## src/rtl/pid_suma_sat_if.sv

```systemverilog
// Bundle between the P/I/D multiplier strobes and the saturated control-word output.
interface pid_suma_sat_if #(
  parameter int cant_bits = 13
);
  logic signed [2*cant_bits-1:0] R_Mul_P;
  logic signed [2*cant_bits-1:0] R_Mul_I;
  logic signed [2*cant_bits-1:0] R_Mul_D;
  logic                          En_P;
  logic                          En_I;
  logic                          En_D;
  logic signed [cant_bits-1:0]   U;
  logic                          U_Valid;
  logic                          Sat;
  logic                          Err;

  modport master (
    output R_Mul_P, R_Mul_I, R_Mul_D, En_P, En_I, En_D,
    input  U, U_Valid, Sat, Err
  );

  modport slave (
    input  R_Mul_P, R_Mul_I, R_Mul_D, En_P, En_I, En_D,
    output U, U_Valid, Sat, Err
  );
endinterface

```

## src/rtl/pid_suma_sat.sv

```systemverilog
// Collects P/I/D products, rescales to Q(N,F), sums and saturates into U.
// Optional frame timeout: define PID_SUMA_TIMEOUT_EN.
module pid_suma_sat #(
  parameter int cant_bits = 13,
  parameter int frac_bits = 6,
  parameter int timeout   = 32
) (
  input logic           Clk_G,
  input logic           Rst_G,
  pid_suma_sat_if.slave bus
);
  localparam int PW = 2 * cant_bits;
  localparam int TW = PW - frac_bits;
  localparam int SW = TW + 2;
  localparam logic signed [SW-1:0] MAXV = {{(SW-cant_bits+1){1'b0}}, {(cant_bits-1){1'b1}}};
  localparam logic signed [SW-1:0] MINV = {{(SW-cant_bits+1){1'b1}}, {(cant_bits-1){1'b0}}};

  typedef enum logic [1:0] {IDLE, COLLECT, SUM, SAT} state_t;
  state_t state, state_nx;

  logic [2:0]             en;
  logic [2:0]             flags;
  logic [2:0]             cap;
  logic                   all_set;
  logic                   expire;
  logic                   clr_flags;
  logic                   load_sum;
  logic                   load_u;
  logic signed [PW-1:0]   p_q, i_q, d_q;
  logic signed [SW-1:0]   p_e, i_e, d_e;
  logic signed [SW-1:0]   s_q;
  logic signed [cant_bits-1:0] u_d;
  logic                   sat_d;
  logic                   unused_bits;

  assign en      = {bus.En_D, bus.En_I, bus.En_P};
  assign all_set = &(flags | en);

`ifdef PID_SUMA_TIMEOUT_EN
  localparam int CW = $clog2(timeout + 1);
  logic [CW-1:0] cnt;

  // Held at zero outside COLLECT, so it reads 0 in the first COLLECT cycle.
  always_ff @(posedge Clk_G) begin
    if (Rst_G || state != COLLECT) cnt <= '0;
    else                           cnt <= cnt + 1'b1;
  end

  assign expire = (state == COLLECT) && (cnt == CW'(timeout - 1));
`else
  logic unused_timeout;
  assign unused_timeout = ^timeout;
  assign expire         = 1'b0;
`endif

  always_ff @(posedge Clk_G) begin
    if (Rst_G) state <= IDLE;
    else       state <= state_nx;
  end

  always_comb begin
    state_nx = state;
    unique case (state)
      IDLE:    if (|en) state_nx = (&en) ? SUM : COLLECT;
      COLLECT: begin
        if (expire)       state_nx = IDLE;
        else if (all_set) state_nx = SUM;
      end
      SUM:     state_nx = SAT;
      SAT:     state_nx = IDLE;
      default: state_nx = IDLE;
    endcase
  end

  // Expiry wins over a strobe in the same cycle, so that strobe is dropped.
  always_comb begin
    cap       = '0;
    clr_flags = 1'b0;
    load_sum  = 1'b0;
    load_u    = 1'b0;
    unique case (state)
      IDLE:    cap = en;
      COLLECT: begin
        if (expire) clr_flags = 1'b1;
        else        cap       = en;
      end
      SUM: begin
        load_sum  = 1'b1;
        clr_flags = 1'b1;
      end
      SAT:     load_u = 1'b1;
      default: ;
    endcase
  end

  // Dropping the F low bits is the arithmetic shift (floor toward -inf).
  assign p_e = {{(SW-TW){p_q[PW-1]}}, p_q[PW-1:frac_bits]};
  assign i_e = {{(SW-TW){i_q[PW-1]}}, i_q[PW-1:frac_bits]};
  assign d_e = {{(SW-TW){d_q[PW-1]}}, d_q[PW-1:frac_bits]};
  assign unused_bits = ^{p_q[frac_bits-1:0], i_q[frac_bits-1:0], d_q[frac_bits-1:0]};

  always_comb begin
    sat_d = 1'b0;
    u_d   = s_q[cant_bits-1:0];
    if (s_q > MAXV) begin
      u_d   = MAXV[cant_bits-1:0];
      sat_d = 1'b1;
    end else if (s_q < MINV) begin
      u_d   = MINV[cant_bits-1:0];
      sat_d = 1'b1;
    end
  end

  always_ff @(posedge Clk_G) begin
    if (Rst_G) begin
      flags       <= '0;
      p_q         <= '0;
      i_q         <= '0;
      d_q         <= '0;
      s_q         <= '0;
      bus.U       <= '0;
      bus.Sat     <= 1'b0;
      bus.U_Valid <= 1'b0;
      bus.Err     <= 1'b0;
    end else begin
      flags       <= clr_flags ? '0 : (flags | cap);
      if (cap[0]) p_q <= bus.R_Mul_P;
      if (cap[1]) i_q <= bus.R_Mul_I;
      if (cap[2]) d_q <= bus.R_Mul_D;
      if (load_sum) s_q <= p_e + i_e + d_e;
      if (load_u) begin
        bus.U   <= u_d;
        bus.Sat <= sat_d;
      end
      bus.U_Valid <= load_u;
      bus.Err     <= expire;
    end
  end
endmodule

```

## src/flat_wrapper.sv

```systemverilog
// flat-port wrapper written by rule: the top's interface ports become plain ports
module pid_suma_sat_flat 
#(
  parameter int cant_bits = 13,
  parameter int frac_bits = 6,
  parameter int timeout   = 32
)
  (Clk_G, Rst_G, bus_R_Mul_P, bus_R_Mul_I, bus_R_Mul_D, bus_En_P, bus_En_I, bus_En_D, bus_U, bus_U_Valid, bus_Sat, bus_Err);
  pid_suma_sat_if #(.cant_bits(cant_bits)) bus_i ();
  input logic Clk_G;
  input logic Rst_G;
  input wire logic [$bits(bus_i.R_Mul_P)-1:0] bus_R_Mul_P;
  input wire logic [$bits(bus_i.R_Mul_I)-1:0] bus_R_Mul_I;
  input wire logic [$bits(bus_i.R_Mul_D)-1:0] bus_R_Mul_D;
  input wire logic [$bits(bus_i.En_P)-1:0] bus_En_P;
  input wire logic [$bits(bus_i.En_I)-1:0] bus_En_I;
  input wire logic [$bits(bus_i.En_D)-1:0] bus_En_D;
  output wire logic [$bits(bus_i.U)-1:0] bus_U;
  output wire logic [$bits(bus_i.U_Valid)-1:0] bus_U_Valid;
  output wire logic [$bits(bus_i.Sat)-1:0] bus_Sat;
  output wire logic [$bits(bus_i.Err)-1:0] bus_Err;
  assign bus_i.R_Mul_P = bus_R_Mul_P;
  assign bus_i.R_Mul_I = bus_R_Mul_I;
  assign bus_i.R_Mul_D = bus_R_Mul_D;
  assign bus_i.En_P = bus_En_P;
  assign bus_i.En_I = bus_En_I;
  assign bus_i.En_D = bus_En_D;
  assign bus_U = bus_i.U;
  assign bus_U_Valid = bus_i.U_Valid;
  assign bus_Sat = bus_i.Sat;
  assign bus_Err = bus_i.Err;
  pid_suma_sat #(.cant_bits(cant_bits), .frac_bits(frac_bits), .timeout(timeout)) u_core (.Clk_G(Clk_G), .Rst_G(Rst_G), .bus(bus_i));
endmodule
```

## config.mk

```make
export PLATFORM = sky130hd
export DESIGN_NAME = pid_suma_sat_flat
export DESIGN_NICKNAME = d
export VERILOG_FILES = /design/src/rtl/pid_suma_sat_if.sv /design/src/rtl/pid_suma_sat.sv /design/src/flat_wrapper.sv
export SDC_FILE = /design/constraint.sdc
export NUM_CORES = 1
export LEC_CHECK = 0
export BUFFER_PORTS_ARGS = -buffer_cell sky130_fd_sc_hd__buf_2
export CORE_UTILIZATION = 62
export CTS_BUF_LIST = sky130_fd_sc_hd__clkbuf_4
export CTS_CLUSTER_SIZE = 28
export DETAILED_ROUTE_END_ITERATION = 10
export GPL_TIMING_DRIVEN = 0
export PLACE_DENSITY = 0.95
export SLEW_MARGIN = 20
export SYNTH_ARGS = -nofsm -noshare
export SYNTH_HDL_FRONTEND = slang
export SYNTH_SLANG_ARGS = --single-unit
```

## constraint.sdc

```tcl
create_clock -name Clk_G -period 6.95 [get_ports Clk_G]
set_clock_uncertainty 0.1 [all_clocks]
set_input_delay 1.39 -clock Clk_G [delete_from_list [all_inputs] [get_ports Clk_G]]
set_output_delay 1.39 -clock Clk_G [all_outputs]
set_load 0.005 [all_outputs]
```

==> flow_summary.json, run 1 <==
{
  "run_status": "complete, no violations",
  "synth.avg_cell_area_um2": 8.42,
  "grt_overflow_total": 0,
  "clock_path_buffers": 2,
  "clk_latency_ps": 470,
  "via_per_inst": 5.94,
  "critPathMaxStageDelay_ps": 460,
  "netlist_instances": 621,
  "cp_num_buf_inv": 0,
  "yosys_warnings": 0,
  "clkSinkCount": 102,
  "drtIter0Drc": 420,
  "synth_nets": 749,
  "synthArstFlopShare_pct": 0,
  "fp.dieW_um": 93.9,
  "drtPass1Iterations": 6,
  "synth.top_cell.area_share_pct": 39.0,
  "wl_per_cell_um": 16.5,
  "setup_viol": 0,
  "io_pins": 99,
  "tightest_slew_ps": 546,
  "cp_data_arrival_time_ps": 3520,
  "synthFlopType": "dfxtp_1",
  "vias": 4871,
  "cts_resized": 0,
  "seq_area_frac_synth_pct": 39.0,
  "place_hpwl_um": 10200,
  "postCtsHoldBufs": 0,
  "grt_util_all_layers_pct": 32.4,
  "p_leak_nw": 2.46,
  "timing.fmax_ghz": 0.307,
  "path_max_fanout": 4,
  "path_clk_slew_ps": 160,
  "hp-class": "reg2reg",
  "finalSetupTns_ps": 0,
  "num_antenna_cells": 0,
  "grt_pass1_wl_um": 22000,
  "synth_cell_types": 57,
  "grt_max_degree": 17,
  "synth_seq_cells": 102,
  "antenna_found_initial": 0,
  "drtAntennaViolNets": 0,
  "drv_slew": 0,
  "routed_wl_um": 13500,
  "start_util_pct": 64.0,
  "drv_cap": 0,
  "synthToLayoutAreaGrowth_pct": 13.0,
  "critPathLaunchType": "flop",
  "ys_top_cells_by_area": "dfxtp_1 39%, nand2_1 10%, a21oi_1 8.5%",
  "worst-path-stages": 9,
  "dieArea_um2": 8810,
  "fin_crit_sh_pct": 46.9,
  "endpoint_kind": "flop",
  "final-hold-violation-count": 0,
  "grt_pass1_vias": 4701,
  "synthesis.area_um2": 5230,
  "drive_gt1_share_pct": 15.9,
  "cpLargestDelayFamily": "adder cells",
  "power_mw": 2.04,
  "finalNetCount": 839,
  "std_cell_rows": 33,
  "routabilityCongestion": 0.950,
  "die_y_um": 93.9,
  "peakVddDrop_mv": 0.259,
  "cpMaxStageDelayCell": "a2111oi_4",
  "htreeDepth": 3,
  "path_cells": "fa_1 -> ha_1 -> fa_1 -> a211oi_2 -> nor2_2 -> a2111oi_4 -> nor2_2 -> and3_1 -> nor4_1",
  "synth-edff-count": 0,
  "crit_type": "reg2reg",
  "r2r_cells": 9,
  "drc_errors": 0,
  "coreArea_um2": 8180,
  "cts_root_buffer": "clkbuf_4",
  "period_needed_ps": 3260,
  "max_slew_margin_pct": 63.6,
  "portBuffers": 79,
  "cts_tree": "yes",
  "rsz0062_at_grt": "no",
  "whs_path_depth": 2,
  "worstPathRequired_ps": 7210,
  "cts_inserted_buffers": 9,
  "power_density_nw_per_um2": 345,
  "yosysTopAreaCell": "dfxtp_1",
  "cts_setup_buffers": 0
}
==> report_power, final <==
part	leakage, nW	switching, mW	internal (mW)	total [mW]
Clock	0.0822	0.206	0.144	0.350
Sequential	0.834	0.0902	0.698	0.788
Combinational	1.55	0.572	0.329	0.901
==> synth_stat cells, types with 13 or more instances <==
| library cell | instances |
|---|---|
| nand3_1 | 17 |
| nand2_1 | 140 |
| ha_1 | 24 |
| o21ai_0 | 16 |
| dfxtp_1 | 102 |
| nand2b_1 | 13 |
| a21oi_1 | 89 |
| nor2_1 | 31 |
| o211ai_1 | 14 |
| inv_1 | 13 |
| clkbuf_1 | 26 |
| fa_1 | 21 |
==> flip-flops by register name, summed over array words and instances, names as in the netlist <==
| name | flops |
|---|---|
| u_core.s_q | 22 |
| u_core.i_q | 20 |
| u_core.p_q | 20 |
| u_core.bus.U_Valid | 1 |
| u_core.state | 2 |
| u_core.bus.U | 13 |
| u_core.bus.Sat | 1 |
| u_core.flags | 3 |
| u_core.d_q | 20 |
==> worst reg2reg max path, delay by kind of cell, from the launching register on <==
family | cells | cell delay, ps
compound gates | 2 | 760
fa+ha+maj | 3 | 1150
flops | 1 | 410
simple gates | 4 | 740
==> metrics by stage <==
| step | setup slack [ps] | utilization, % | cell area, um2 | hold slack (ps) | instances |
|---|---|---|---|---|---|
| 2_1_floorplan | 4100 | - | 5230 | 326 | 621 |
| 4_1_cts | 3750 | 72.3 | 5910 | 379 | 820 |
| 5_1_grt | 3570 | 72.3 | 5910 | 392 | 820 |
| 6_report | 3690 | 72.3 | 5910 | 379 | 820 |
| 3_3_place_gp | 3890 | 70.4 | 5760 | 340 | 805 |
| 3_5_place_dp | 3780 | 70.4 | 5760 | 354 | 805 |
==> worst paths after layout <==
check        slack (ps)            start              end
max                3690    u_core.i_q[7]   u_core.s_q[13]
min                 380  u_core.bus.U[3]  u_core.bus.U[3]
max reg2reg        3690    u_core.i_q[7]   u_core.s_q[13]
min reg2reg         380  u_core.bus.U[3]  u_core.bus.U[3]
==> cell families after synthesis <==
logic type                 share of synthesized area [%]
other                                             0.0717
and+or+nand+nor                                     20.1
adders and majority gates                           13.8
muxes                                               1.53
xor gates and xnor gates                            1.51
DFF                                                 39.0
buffers and inverters                               4.14
AOI/OAI and AO/OA                                   19.9
==> routing by layer <==
metal	global-route usage, %	routed length, um	share of wire, %
met2	55.0	6500	48
met4	11.2	292	2.2
met5	0	0	0
met1	41.3	5650	42
met3	5.74	1090	8.0
==> cells in the final DEF (no fill, tap or decap), types with 2 or more instances in the layout <==
master,instances
o21ai_0,16
nand2_1,140
o21bai_1,2
bufinv_16,2
nor2_2,2
nor3_1,5
buf_1,4
xnor2_1,5
nor2b_1,5
fa_1,21
buf_4,2
buf_2,82
nand4_1,10
o31ai_1,5
a31oi_1,2
a21o_1,4
a21oi_1,89
xor2_1,4
o22ai_1,3
nand2b_1,13
inv_1,13
nand3_1,17
o21ai_1,5
and3_1,2
o21a_1,7
clkbuf_1,26
nor4_1,2
a211oi_1,6
nor2_1,31
clkbuf_4,9
o211ai_1,14
a211oi_2,2
or2_2,2
mux2i_1,8
ha_1,24
or3_1,2
a22oi_1,2
clkinv_2,2
dfxtp_1,102
==> area by class of cell <==
type / instances / area [um2]
buffer: 37 / 168
clock buffer: 9 / 67.6
clock inverter: 6 / 86.3
fill: 618 / 2260
inverter: 13 / 48.8
multi-input combinational: 469 / 2970
sequential: 102 / 2040
tap: 105 / 131
timing repair buffer: 79 / 395
No activity file was read; power rests on OpenSTA's default activity.
==> inputs of run 2 (changes only) <==
CORE_UTILIZATION = 58   (was 62)
PLACE_DENSITY = 0.93   (was 0.95)
clock period = 3.1 ns   (was 6.95 ns; I/O delays follow)
==> flow_summary.json, run 2 (synthesis results as in run 1) <==
{
  "clk_latency_ps": 480,
  "place_ws_ps": -3.02,
  "drv_cap": 0,
  "dieArea_um2": 9400,
  "path_clk_slew_ps": 170,
  "clkSinkCount": 102,
  "synthToLayoutAreaGrowth_pct": 13.0,
  "cp_data_arrival_time_ps": 3280,
  "routed_wl_um": 13000,
  "largest_reg_flops": 22,
  "postCtsHoldBufs": 0,
  "power_density_nw_per_um2": 751,
  "period_needed_ps": 2980,
  "final_common_cell": "nand2_1",
  "io_pins": 99,
  "htreeDepth": 3,
  "run_status": "complete, no violations",
  "final-hold-violation-count": 0,
  "endpoint_kind": "flop",
  "drtIter0Drc": 365,
  "grt_util_all_layers_pct": 28.7,
  "crit_type": "reg2reg",
  "drtPass1Iterations": 7,
  "coreArea_um2": 8720,
  "drv_slew": 0,
  "max_slew_margin_pct": 61.9,
  "fp.dieW_um": 97.0,
  "peakVddDrop_mv": 0.502,
  "cts_inserted_buffers": 9,
  "critPathLaunchType": "flop",
  "grt_pass1_wl_um": 21900,
  "setup_viol": 0,
  "final_core_util_pct": 67.8,
  "routabilityCongestion": 0.906,
  "drive_gt1_share_pct": 16.7,
  "hp-class": "in2reg",
  "num_antenna_cells": 0,
  "clock_path_buffers": 2,
  "std_cell_rows": 34,
  "top_register": "u_core.s_q",
  "grt_pass1_vias": 4665,
  "vias": 4840,
  "finalNetCount": 841,
  "fillers": 665,
  "drtAntennaViolNets": 0,
  "fin_crit_sh_pct": 96.3,
  "fin_ws_ps": 116,
  "drc_errors": 0,
  "power_mw": 4.44,
  "antenna_found_initial": 0,
  "tightest_slew_ps": 571,
  "portBuffers": 79,
  "wl_per_cell_um": 15.7,
  "dp_cells": 808,
  "path_max_fanout": 4,
  "place_hpwl_um": 10100,
  "post_layout_nonfiller_instances": 826,
  "grt_max_degree": 19,
  "finalSetupTns_ps": 0,
  "worstPathRequired_ps": 3400,
  "start_util_pct": 60.0,
  "timing.fmax_ghz": 0.335,
  "p_leak_nw": 2.45,
  "via_per_inst": 5.86,
  "die_y_um": 97.0,
  "layout_common_cells": "140 x nand2_1, 100 x dfxtp_1, 89 x a21oi_1",
  "cts_tree": "yes",
  "grt_overflow_total": 0,
  "cts_root_buffer": "clkbuf_4"
}
==> run 2: critical path: stages (launching register included) <==
cell,delay (ps)
dfxtp_2,370
fa_1,480
ha_2,220
fa_2,420
a211oi_2,240
nor2_2,120
a2111oi_4,370
nor2_2,100
a31o_1,250
a311oi_2,240
==> run 2: power by group <==
part / switching [mW] / leakage (nW) / internal, mW
registers: 0.198 / 0.834 / 1.57
clock network: 0.484 / 0.0661 / 0.175
logic: 1.27 / 1.55 / 0.743
==> run 2: per-stage QoR <==
stage | area (um2) | hold WS (ps)
detailed placement | 5760 | 349
CTS | 5900 | 243
finish | 5910 | 254
global placement | 5760 | 342
global route | 5910 | 244
floorplan | 5230 | 326
==> run 2: cell type report <==
cell class,count,area (um2),area share (%)
multi-input combinational,469,2980,50.4
sequential,102,2040,34.6
timing repair buffer,81,410,6.94
buffer,37,168,2.84
tap,108,135,2.29
clock buffer,9,67.6,1.14
clock inverter,7,57.6,0.974
inverter,13,48.8,0.826
==> run 2: final timing paths <==
kind,start,endpoint,slack (ps),depth (start not counted)
max reg2reg,u_core.d_q[7],u_core.s_q[21],120,9
min,bus_R_Mul_P[9],u_core.p_q[9],250,3
min reg2reg,u_core.i_q[6],u_core.i_q[6],370,2
max,u_core.d_q[7],u_core.s_q[21],120,9
==> run 2: metal layers <==
layer	routed length, um	global-route usage [%]	part of all wire, %	up-vias
li1	-	-	-	2325
met1	5600	37.7	43	2290
met2	6220	47.7	48	205
met3	929	4.62	7.2	20
met4	225	10.7	1.7	0
met5	0	0	0	-
==> run 2: repair_timing <==
action,4_1_cts,5_1_grt
setup endpoints to repair,2,5
gates resized for setup,2,2
pin swaps,1,4
buffers inserted,1,1
